[src/rtl/isqrt_seq.sv]
// rtl/isqrt_seq.sv - sequential restoring integer square root, one root bit per clock
// Q = floor(sqrt(X)), R = X - Q*Q, with valid/ready handshakes on input and result.
module isqrt_seq #(
  parameter int LEN = 32,
  localparam int QLEN = LEN / 2
) (
  input  logic            clk,
  input  logic            rst,
  input  logic            in_valid,
  output logic            in_ready,
  input  logic [LEN-1:0]  X,
  output logic            out_valid,
  input  logic            out_ready,
  output logic [QLEN-1:0] Q,
  output logic [QLEN:0]   R
);

  localparam int RW = QLEN + 2;
  localparam int CW = (QLEN > 1) ? $clog2(QLEN) : 1;

  if (LEN < 2 || (LEN % 2) != 0) begin : g_bad_len
    $error("isqrt_seq: LEN must be even and >= 2");
  end

  typedef enum logic [1:0] {
    S_IDLE,
    S_RUN,
    S_DONE
  } state_t;

  state_t          state_q, state_d;
  logic [CW-1:0]   cnt_q, cnt_d;
  logic [LEN-1:0]  x_q, x_d;
  logic [QLEN-1:0] q_q, q_d;
  logic [RW-1:0]   rem_q, rem_d;
  logic [QLEN-1:0] q_out_q, q_out_d;
  logic [QLEN:0]   r_out_q, r_out_d;

  logic [RW-1:0]   rem_sh;
  logic [RW-1:0]   sub;
  logic [RW-1:0]   trial;
  logic            ge;

  // Bring down the next two radicand bits and test against 4*q + 1.
  assign rem_sh = (rem_q << 2) | RW'(x_q[LEN-1 -: 2]);
  assign sub    = {q_q, 2'b01};
  assign trial  = rem_sh - sub;
  assign ge     = (rem_sh >= sub);

  always_comb begin
    state_d   = state_q;
    cnt_d     = cnt_q;
    x_d       = x_q;
    q_d       = q_q;
    rem_d     = rem_q;
    q_out_d   = q_out_q;
    r_out_d   = r_out_q;
    in_ready  = 1'b0;
    out_valid = 1'b0;
    case (state_q)
      S_IDLE: begin
        in_ready = 1'b1;
        if (in_valid) begin
          x_d     = X;
          cnt_d   = CW'(QLEN - 1);
          q_d     = '0;
          rem_d   = '0;
          state_d = S_RUN;
        end
      end
      S_RUN: begin
        x_d   = x_q << 2;
        q_d   = (q_q << 1) | QLEN'(ge);
        rem_d = ge ? trial : rem_sh;
        if (cnt_q == '0) begin
          // Results are captured separately so they survive the next run.
          q_out_d = q_d;
          r_out_d = rem_d[QLEN:0];
          state_d = S_DONE;
        end else begin
          cnt_d = cnt_q - 1'b1;
        end
      end
      S_DONE: begin
        out_valid = 1'b1;
        if (out_ready) begin
          state_d = S_IDLE;
        end
      end
      default: state_d = S_IDLE;
    endcase
  end

  always_ff @(posedge clk) begin
    if (rst) begin
      state_q <= S_IDLE;
      cnt_q   <= '0;
      x_q     <= '0;
      q_q     <= '0;
      rem_q   <= '0;
      q_out_q <= '0;
      r_out_q <= '0;
    end else begin
      state_q <= state_d;
      cnt_q   <= cnt_d;
      x_q     <= x_d;
      q_q     <= q_d;
      rem_q   <= rem_d;
      q_out_q <= q_out_d;
      r_out_q <= r_out_d;
    end
  end

  assign Q = q_out_q;
  assign R = r_out_q;

endmodule

[config.mk]
export PLATFORM = sky130hd
export DESIGN_NAME = isqrt_seq
export DESIGN_NICKNAME = d
export VERILOG_FILES = /design/src/rtl/isqrt_seq.sv
export SDC_FILE = /design/constraint.sdc
export NUM_CORES = 1
export LEC_CHECK = 0
export CORE_MARGIN = 2
export CORE_UTILIZATION = 49
export DETAILED_ROUTE_END_ITERATION = 12
export PLACE_DENSITY = 0.77
export SYNTH_ARGS = -nofsm -noshare
export SYNTH_HDL_FRONTEND = slang
export SYNTH_SLANG_ARGS = --single-unit
[constraint.sdc]
create_clock -name clk -period 2.3 [get_ports clk]
set_input_delay 0.46 -clock clk [delete_from_list [all_inputs] [get_ports clk]]
set_output_delay 0.46 -clock clk [all_outputs]
set_load 0.005 [all_outputs]
==> results.md, run 1 <==
* Outcome: complete, but fails checks
* Failing checks: negative setup slack
* 1st-pass router iterations at 5
* Max-slew headroom at 67.5%
* Post-Synthesis Cells at 608
* CP Data Arrival Time at 2560 ps
* TritonCTS clock tree: done
* Cell mode on critical path: buf_4
* Post-synthesis cell type count at 55
* Routed Antenna Nets at 0
* Hold Crit Class: register to register
* Nets at 768
* Post-synth EDFFs at 0
* Placer Congestion at 0.950
* CP Cell Sequence: ha_4 -> buf_4 -> nand4_1 -> nor2_1 -> a311oi_2 -> o21a_1 -> o21a_4 -> buf_4 -> mux2i_2 -> a211oi_1
* Row cnt at 36
* Clock Latency Late Sink at 380 ps
* Clock slew at reported path FFs at 100 ps
* # port buffers at 70
* Average wire per standard cell at 14.9 µm
* # IOs at 71
* Share of cells above drive strength 1 at 19.8%
* R2r worst-path depth at 10
* Worst setup margin at -9.50 ps
* Initial core utilization at 50.6%
* Top_reg_cell synth: dfxtp_1
* Mapped Area at 0.00495 mm²
* Via/cell ratio at 5.46
* CTS Buf Count at 9
* Critical path type: register to register
* Highest clock rate at 433 MHz
* Post-CTS Hold Fix Bufs at 0
* Ys async rst share at 0%
* Global-route wire length before repair at 20200 µm
* P&R area growth vs syn at 34.7%
* Initial antenna violation count at 0
* Floorplan die height at 104 µm
* Register area at 0.00208 mm²
* Post-synth net total at 663
* Unrepaired setup endpoints after global routing: true
* Most common cell after layout, fill and taps aside: nand2_1
* Leakage dissipation at 2.51 nW
* Hpwl dp at 8800 µm
* Avg Inst Size Synth at 8.14 µm²
* DRT iter0 DRCs at 218
* Largest net degree at the start of global routing at 61
* Worst EP required at 2550 ps
* Core area at 0.00977 mm²
* Min Hold Slack at 457 ps
* Worst-case clock buffer depth at 2
* Pre-CTS setup slack at -109 ps
* CTS H-tree lvls at 3
* Fin area at 0.00667 mm²
* Clock Skew at 15.9 ps
* Worst-margin pin slew at 488 ps
* Final wirelength at 12700 µm
* Register area share after synthesis at 41.7%
* Final hold vios at 0
* Worst setup SP type: register
* Total congestion overflow at 0
* Critical Path End Type: register
* Yosys warning total at 0
* CP max stage delay at 440 ps
* Crit-path slowest cell: dfxtp_1
* Root buffer cell: clkbuf_8
* Final Cycle Share at 100%
* Post-placement cell area at 0.00617 mm²
* Min Clock Period, post-route at 2310 ps
* Die Span X at 104 µm
* Power Density at 1250 mW/mm²
* Area occupied by multi-input gates at 0.00287 mm²
* Full die area at 0.0109 mm²
* Maximum vdd drop at 0.000812 V
* Hold Path Stages at 2
* DRC at 0
* GRT Total Usage at 22.6%
* Final setup violation count at 2
* Total of max-cap violations at 0
* Via Count at 4643
* Synth Register Bits at 103
* Commonest cells after routing, fill and taps aside: nand2_1, dfxtp_1, nor2_1
* CP max FO at 4
* Ant diodes at 0
* # fillers at 799
* Max Slew Vio Count at 0
* Clock sinks at 103
* Vias in the first global route at 4253
flip-flops by register name, indices dropped and copies added (netlist names):
signal   cells
cnt_q        4
x_q         32
Q           16
rem_q       16
R           17
q_q         16
state_q      2
where the power goes:
part	switching, mW	internal, mW	leakage [nW]
logic	2.34	2.57	1.55
registers	0.168	1.99	0.847
clock network	0.643	0.650	0.114
per-layer routing:
metal	part of all wire [%]	up-vias	track usage, %
li1	-	2330	-
met1	45	2161	30.6
met2	47	127	36.3
met3	4.8	25	3.26
met4	2.5	0	8.69
met5	0	-	0
cell type report:
class	instances	share of cell area [%]
clock buffers	10	2.06
clock inverters	6	1.39
inverters	24	1.35
multi-input cells	441	43.0
flip-flops and latches	103	31.1
well taps	133	2.50
repair buffers	134	18.5
per-stage QoR:
stage	power, mW	util, %	TNS [ps]	instances
2_1_floorplan	4.96	-	0	608
6_report	8.36	68.2	-13.1	851
4_1_cts	7.55	65.8	-10.5	846
3_3_place_gp	6.04	63.1	-23.6	830
5_1_grt	8.80	68.2	-724	851
3_5_place_dp	6.12	63.1	-266	830
path summary, 6_finish.rpt:
kind | startpoint | to | slack (ps)
setup / recovery | rem_q[1]$_SDFFE_PP0P_ | R[14]$_SDFFE_PP0P_ | -10
hold / removal | Q[14]$_SDFFE_PP0P_ | Q[14]$_SDFFE_PP0P_ | 460
hold reg to reg | Q[14]$_SDFFE_PP0P_ | Q[14]$_SDFFE_PP0P_ | 460
setup reg to reg | rem_q[1]$_SDFFE_PP0P_ | R[14]$_SDFFE_PP0P_ | -10
timing repair:
item | 4_1_cts | 5_1_grt
endpoints found under the hold margin | 0 | 0
endpoints found under the setup margin | 15 | 32
cloned | 0 | 1
resized for setup | 9 | 43
pin swaps | 3 | 5
buffers inserted | 0 | 4
worst max-delay path: cells and delay by family, from the launching register on:
family                     cells  cell delay, ps
AOI/OAI and AO/OA              4             750
adders and majority gates      1             240
and+or+nand+nor                2             170
muxes                          1             320
buffers and inverters          2             280
DFF                            1             440
cells by family (layout without fill, tap and decap cells):
logic type / count (synthesis) / count (layout) / share of synthesized area (%)
muxes: 13 / 13 / 2.65
adders and majority gates: 19 / 19 / 4.80
DFF: 103 / 103 / 41.7
and+or+nand+nor: 238 / 238 / 20.5
AOI/OAI and AO/OA: 159 / 159 / 22.8
xor gates and xnor gates: 12 / 12 / 2.12
buffers and inverters: 64 / 174 / 5.44
synth_stat cells, types with 2 or more instances:
master / number / area share (%)
a2111oi_0: 2 / 0.35
a211oi_1: 15 / 2.3
a21o_1: 6 / 0.91
a21oi_1: 35 / 3.5
a22oi_1: 15 / 2.3
a311oi_1: 33 / 5.8
a31oi_1: 2 / 0.25
a32oi_1: 3 / 0.53
and2_1: 2 / 0.25
clkbuf_1: 35 / 2.7
dfxtp_1: 103 / 42
ha_1: 19 / 4.8
inv_1: 24 / 1.8
mux2i_1: 12 / 2.4
nand2_1: 114 / 8.6
nand2b_1: 7 / 0.88
nand3_1: 4 / 0.40
nand3b_1: 4 / 0.61
nand4_1: 2 / 0.25
nand4b_1: 3 / 0.53
nor2_1: 83 / 6.3
nor2_2: 2 / 0.25
nor2b_1: 3 / 0.38
nor3_1: 6 / 0.61
o21a_1: 6 / 0.91
o21ai_0: 18 / 1.8
o21ai_1: 7 / 0.71
o31ai_1: 4 / 0.61
or3_1: 3 / 0.38
xnor2_1: 8 / 1.4
xor2_1: 4 / 0.71
No activity file was read; power rests on OpenSTA's default activity.
==> run 2: changes to the inputs <==
--- a/config.mk
+++ b/config.mk
@@ -7,6 +7,7 @@
 export LEC_CHECK = 0
 export CORE_MARGIN = 2
 export CORE_UTILIZATION = 49
+export CTS_CLUSTER_SIZE = 28
 export DETAILED_ROUTE_END_ITERATION = 12
 export PLACE_DENSITY = 0.77
 export SYNTH_ARGS = -nofsm -noshare
==> results of run 2 <==
No change in the layout: final DEF, timing and power equal those of run 1.
==> run 3: changes to the inputs <==
==> constraint.sdc (replaced) <==
create_clock -name clk -period 2 [get_ports clk]
set_input_delay 0.4 -clock clk [delete_from_list [all_inputs] [get_ports clk]]
set_output_delay 0.4 -clock clk [all_outputs]
set_load 0.005 [all_outputs]
==> run 3 against run 2 <==
Utilization increased by 7.0 points. Sequential cell count unchanged. Worst hold slack improved by 4.6 ps. Critical path depth increased by 1. Power increased by 38%. Critical path type unchanged. Cell area increased by 10%. Via count increased by 5.1%. Worst setup slack got worse by 270 ps. Sequential share of layout area decreased by 2.8 points. Clock power increased by 5%. The run still ends with negative setup slack left. Non-clock buffer count increased by 46. Sequential power increased by 14%. Largest power group unchanged.
==> results.md, run 3 (synthesized netlist as in run 1, its figures left out) <==
* Critical Path End Type: register
* Switching share of power at 38.6% (+0.89 points)
* Number of cells on the critical path at 11 (+1)
* Via Count at 4880 (+5.1%)
* Core area at 0.00977 mm² (unchanged)
* Global-route wire length before repair at 22800 µm (+13%)
* Initial antenna violation count at 0 (unchanged)
* Maximum vdd drop at 0.000870 V (+7.1%)
* Largest reg by FF count: x_q
* Min Clock Period, post-route at 2280 ps (-26.6 ps)
* CP max FO at 5 (+1)
* DRT iter0 DRCs at 196 (-10%)
* Via/cell ratio at 5.44 (-0.29%)
* GRT Total Usage at 25.8% (+3.2 points)
* # IOs at 71 (unchanged)
* CP Cell Sequence: inv_2 -> ha_4 -> buf_4 -> o211ai_2 -> a21oi_2 -> or2_4 -> a21oi_4 -> o21a_4 -> buf_12 -> mux2_4 -> o21ai_2
* Global route hottest layer: met2
* Hold Path Stages at 2 (unchanged)
* Full die area at 0.0109 mm² (unchanged)
* Met2 Use GR at 43.0% (+6.7 points)
* Power Density at 1560 mW/mm² (+25%)
* Final wirelength at 14100 µm (+11%)
* Failing checks: negative setup slack
* Share of cells above drive strength 1 at 29.5% (+9.7 points)
* Final hold vios at 0 (unchanged)
* Leakage dissipation at 2.79 nW (+11%)
* WHS Endpoint: Q[10]$_SDFFE_PP0P_
* Worst EP required at 2330 ps (-220 ps)
* Buf+Inv Stages, Crit Path at 3 (+1)
* Routed Antenna Nets at 0 (unchanged)
* GRT met1 Usage at 32.9% (+2.3 points)
* Reg2Reg Setup Slack at -280 ps (-270 ps)
* Worst R2R Start: q_q[1]$_SDFFE_PP0P_
* # fillers at 696 (-13%)
* Switching power at 4.44 mW (+41%)
* Met3 GRT Util at 5.33% (+2.1 points)
* R2r worst-path depth at 11 (+1)
* Floorplan die height at 104 µm (unchanged)
* Clock Skew at 18.1 ps (+2.20 ps)
* Most common cell after layout, fill and taps aside: nand2_1
* Total congestion overflow at 0 (unchanged)
* Highest clock rate at 438 MHz (+1.2%)
* Nets at 814 (+6.0%)
* CTS H-tree lvls at 3 (unchanged)
* Worst setup SP type: register
* HP Start: Q[10]$_SDFFE_PP0P_
* Outcome: complete, but fails checks
* CP Data Arrival Time at 2610 ps (+50 ps)
* Vias in the first global route at 4824 (+13%)
* Clock sinks at 103 (unchanged)
* DRC at 0 (unchanged)
* Combinational fraction of design power at 66.7% (+8.0 points)
* Die Span X at 104 µm (unchanged)
* Clock Latency Late Sink at 400 ps (+20 ps)
* Register area at 0.00208 mm² (+0.30%)
* Ant diodes at 0 (unchanged)
* CTS Buf Count at 9 (unchanged)
* Largest delay share family, worst path: compound AO/OA/AOI/OAI gates
* Clock Power Share at 11.9% (-3.6 points)
* Max-slew headroom at 70.6% (+3.1 points)
* Initial core utilization at 50.6% (unchanged)
* Commonest cells after routing, fill and taps aside: nand2_1, buf_4, dfxtp_1
* Max reg flops at 32 (unchanged)
* Worst-case clock buffer depth at 2 (unchanged)
* CP max stage delay at 350 ps (-90 ps)
* Hpwl dp at 9830 µm (+12%)
* Crit-path slowest cell: dfxtp_2
* Average wire per standard cell at 15.7 µm (+5.1%)
* Worst r2r dst: rem_q[1]$_SDFFE_PP0P_
* Final setup violation count at 35 (+33)
* Fin cells at 897 (+5.4%)
* Post-CTS Hold Fix Bufs at 0 (unchanged)
* Max Slew Vio Count at 0 (unchanged)
* Worst setup margin at -283 ps (-273 ps)
* Clock slew at reported path FFs at 110 ps (about the same)
* Largest net degree at the start of global routing at 61 (unchanged)
* Worst-margin pin slew at 441 ps (-46.9 ps)
* Dpl cells at 873 (+5.2%)
* Total of max-cap violations at 0 (unchanged)
* Final core utilization at 75.2% (+7.0 points)
* Internal power at 7.07 mW (+36%)
* Area occupied by multi-input gates at 0.00318 mm² (+11%)
* TritonCTS clock tree: done
* Unrepaired setup endpoints after global routing: true
* # port buffers at 70 (unchanged)
* Final Cycle Share at 114% (+14 points)
* Sequential share of power at 21.4% (-4.4 points)
* Critical path type: register to register
* 1st-pass router iterations at 5 (unchanged)
* Hold Crit Class: register to register
* Min Hold Slack at 462 ps (+4.65 ps)
* Row cnt at 36 (unchanged)
* Root buffer cell: clkbuf_8
* Placer Congestion at 0.952 (+0.22%)
* P&R area growth vs syn at 48.6%
run 3: changes by cell type in the layout (fill, tap and decap cells not counted), moves of 5 or more:
cell,before,now
buf_4,59,95
o21ai_0,17,5
a211oi_1,14,5
a211oi_2,2,11
mux2i_4,1,10
o21ai_1,8,16
buf_6,1,8
inv_1,21,14
inv_2,3,10
mux2i_2,8,1
ha_4,9,14
run 3: power groups by stage:
| stage | registers (mW) | clock network, mW | logic (mW) |
|---|---|---|---|
| after floorplan | 2.49 | 0 | 3.39 |
| after detailed placement | 2.50 | 0 | 5.19 |
| after global placement | 2.49 | 0 | 5.06 |
| final | 2.46 | 1.36 | 7.68 |
| after CTS | 2.46 | 1.39 | 7.10 |
| after global routing | 2.49 | 1.47 | 8.10 |
run 3: metrics by stage:
stage                     cell area [µm²]  setup slack, ps  power (mW)  TNS [ps]
after global routing                 7350             -402        12.1    -10590
after global placement               6680             -261        7.55     -4420
final                                7350             -283        11.5     -7690
after CTS                            7210             -273        11.0     -5210
after floorplan                      5170             -246        5.87      -755
after detailed placement             6680             -295        7.69     -7120
run 3: worst max-delay path by stage:
stage	start	to
after floorplan	q_q[1]$_SDFFE_PP0P_	R[15]$_SDFFE_PP0P_
after global placement	q_q[1]$_SDFFE_PP0P_	R[15]$_SDFFE_PP0P_
after detailed placement	q_q[1]$_SDFFE_PP0P_	R[12]$_SDFFE_PP0P_
after CTS	q_q[1]$_SDFFE_PP0P_	R[15]$_SDFFE_PP0P_
final	q_q[1]$_SDFFE_PP0P_	rem_q[1]$_SDFFE_PP0P_
after global routing	q_q[2]$_SDFFE_PP0P_	R[15]$_SDFFE_PP0P_
run 3: tightest hold or removal path, delay by kind of cell, from the launching register on:
kind	cells	cell delay, ps
and+or+nand+nor	1	50
DFF	1	320
AOI/OAI and AO/OA	1	50
run 3: metal layers:
metal  part of all wire (%)  vias to the layer above  wire (µm)
li1                       -                     2427          -
met1                     44                     2323       6180
met2                     50                      103       7050
met3                    3.9                       27        546
met4                    2.2                        0        304
met5                      0                        -          0
run 3: cell type report:
| class | count | share of cell area, % |
|---|---|---|
| Clock inverter | 6 | 1.02 |
| Sequential cell | 103 | 28.3 |
| Tap cell | 133 | 2.26 |
| Timing Repair Buffer | 180 | 22.2 |
| Inverter | 24 | 1.23 |
| Clock buffer | 10 | 1.74 |
| Multi-Input combinational cell | 441 | 43.3 |
run 3: repair_timing:
| item | CTS | global route |
|---|---|---|
| pin swaps | 23 | 20 |
| setup endpoints to repair | 37 | 41 |
| cloned | 1 | 0 |
| buffers inserted | 4 | 5 |
| gates resized for setup | 59 | 29 |
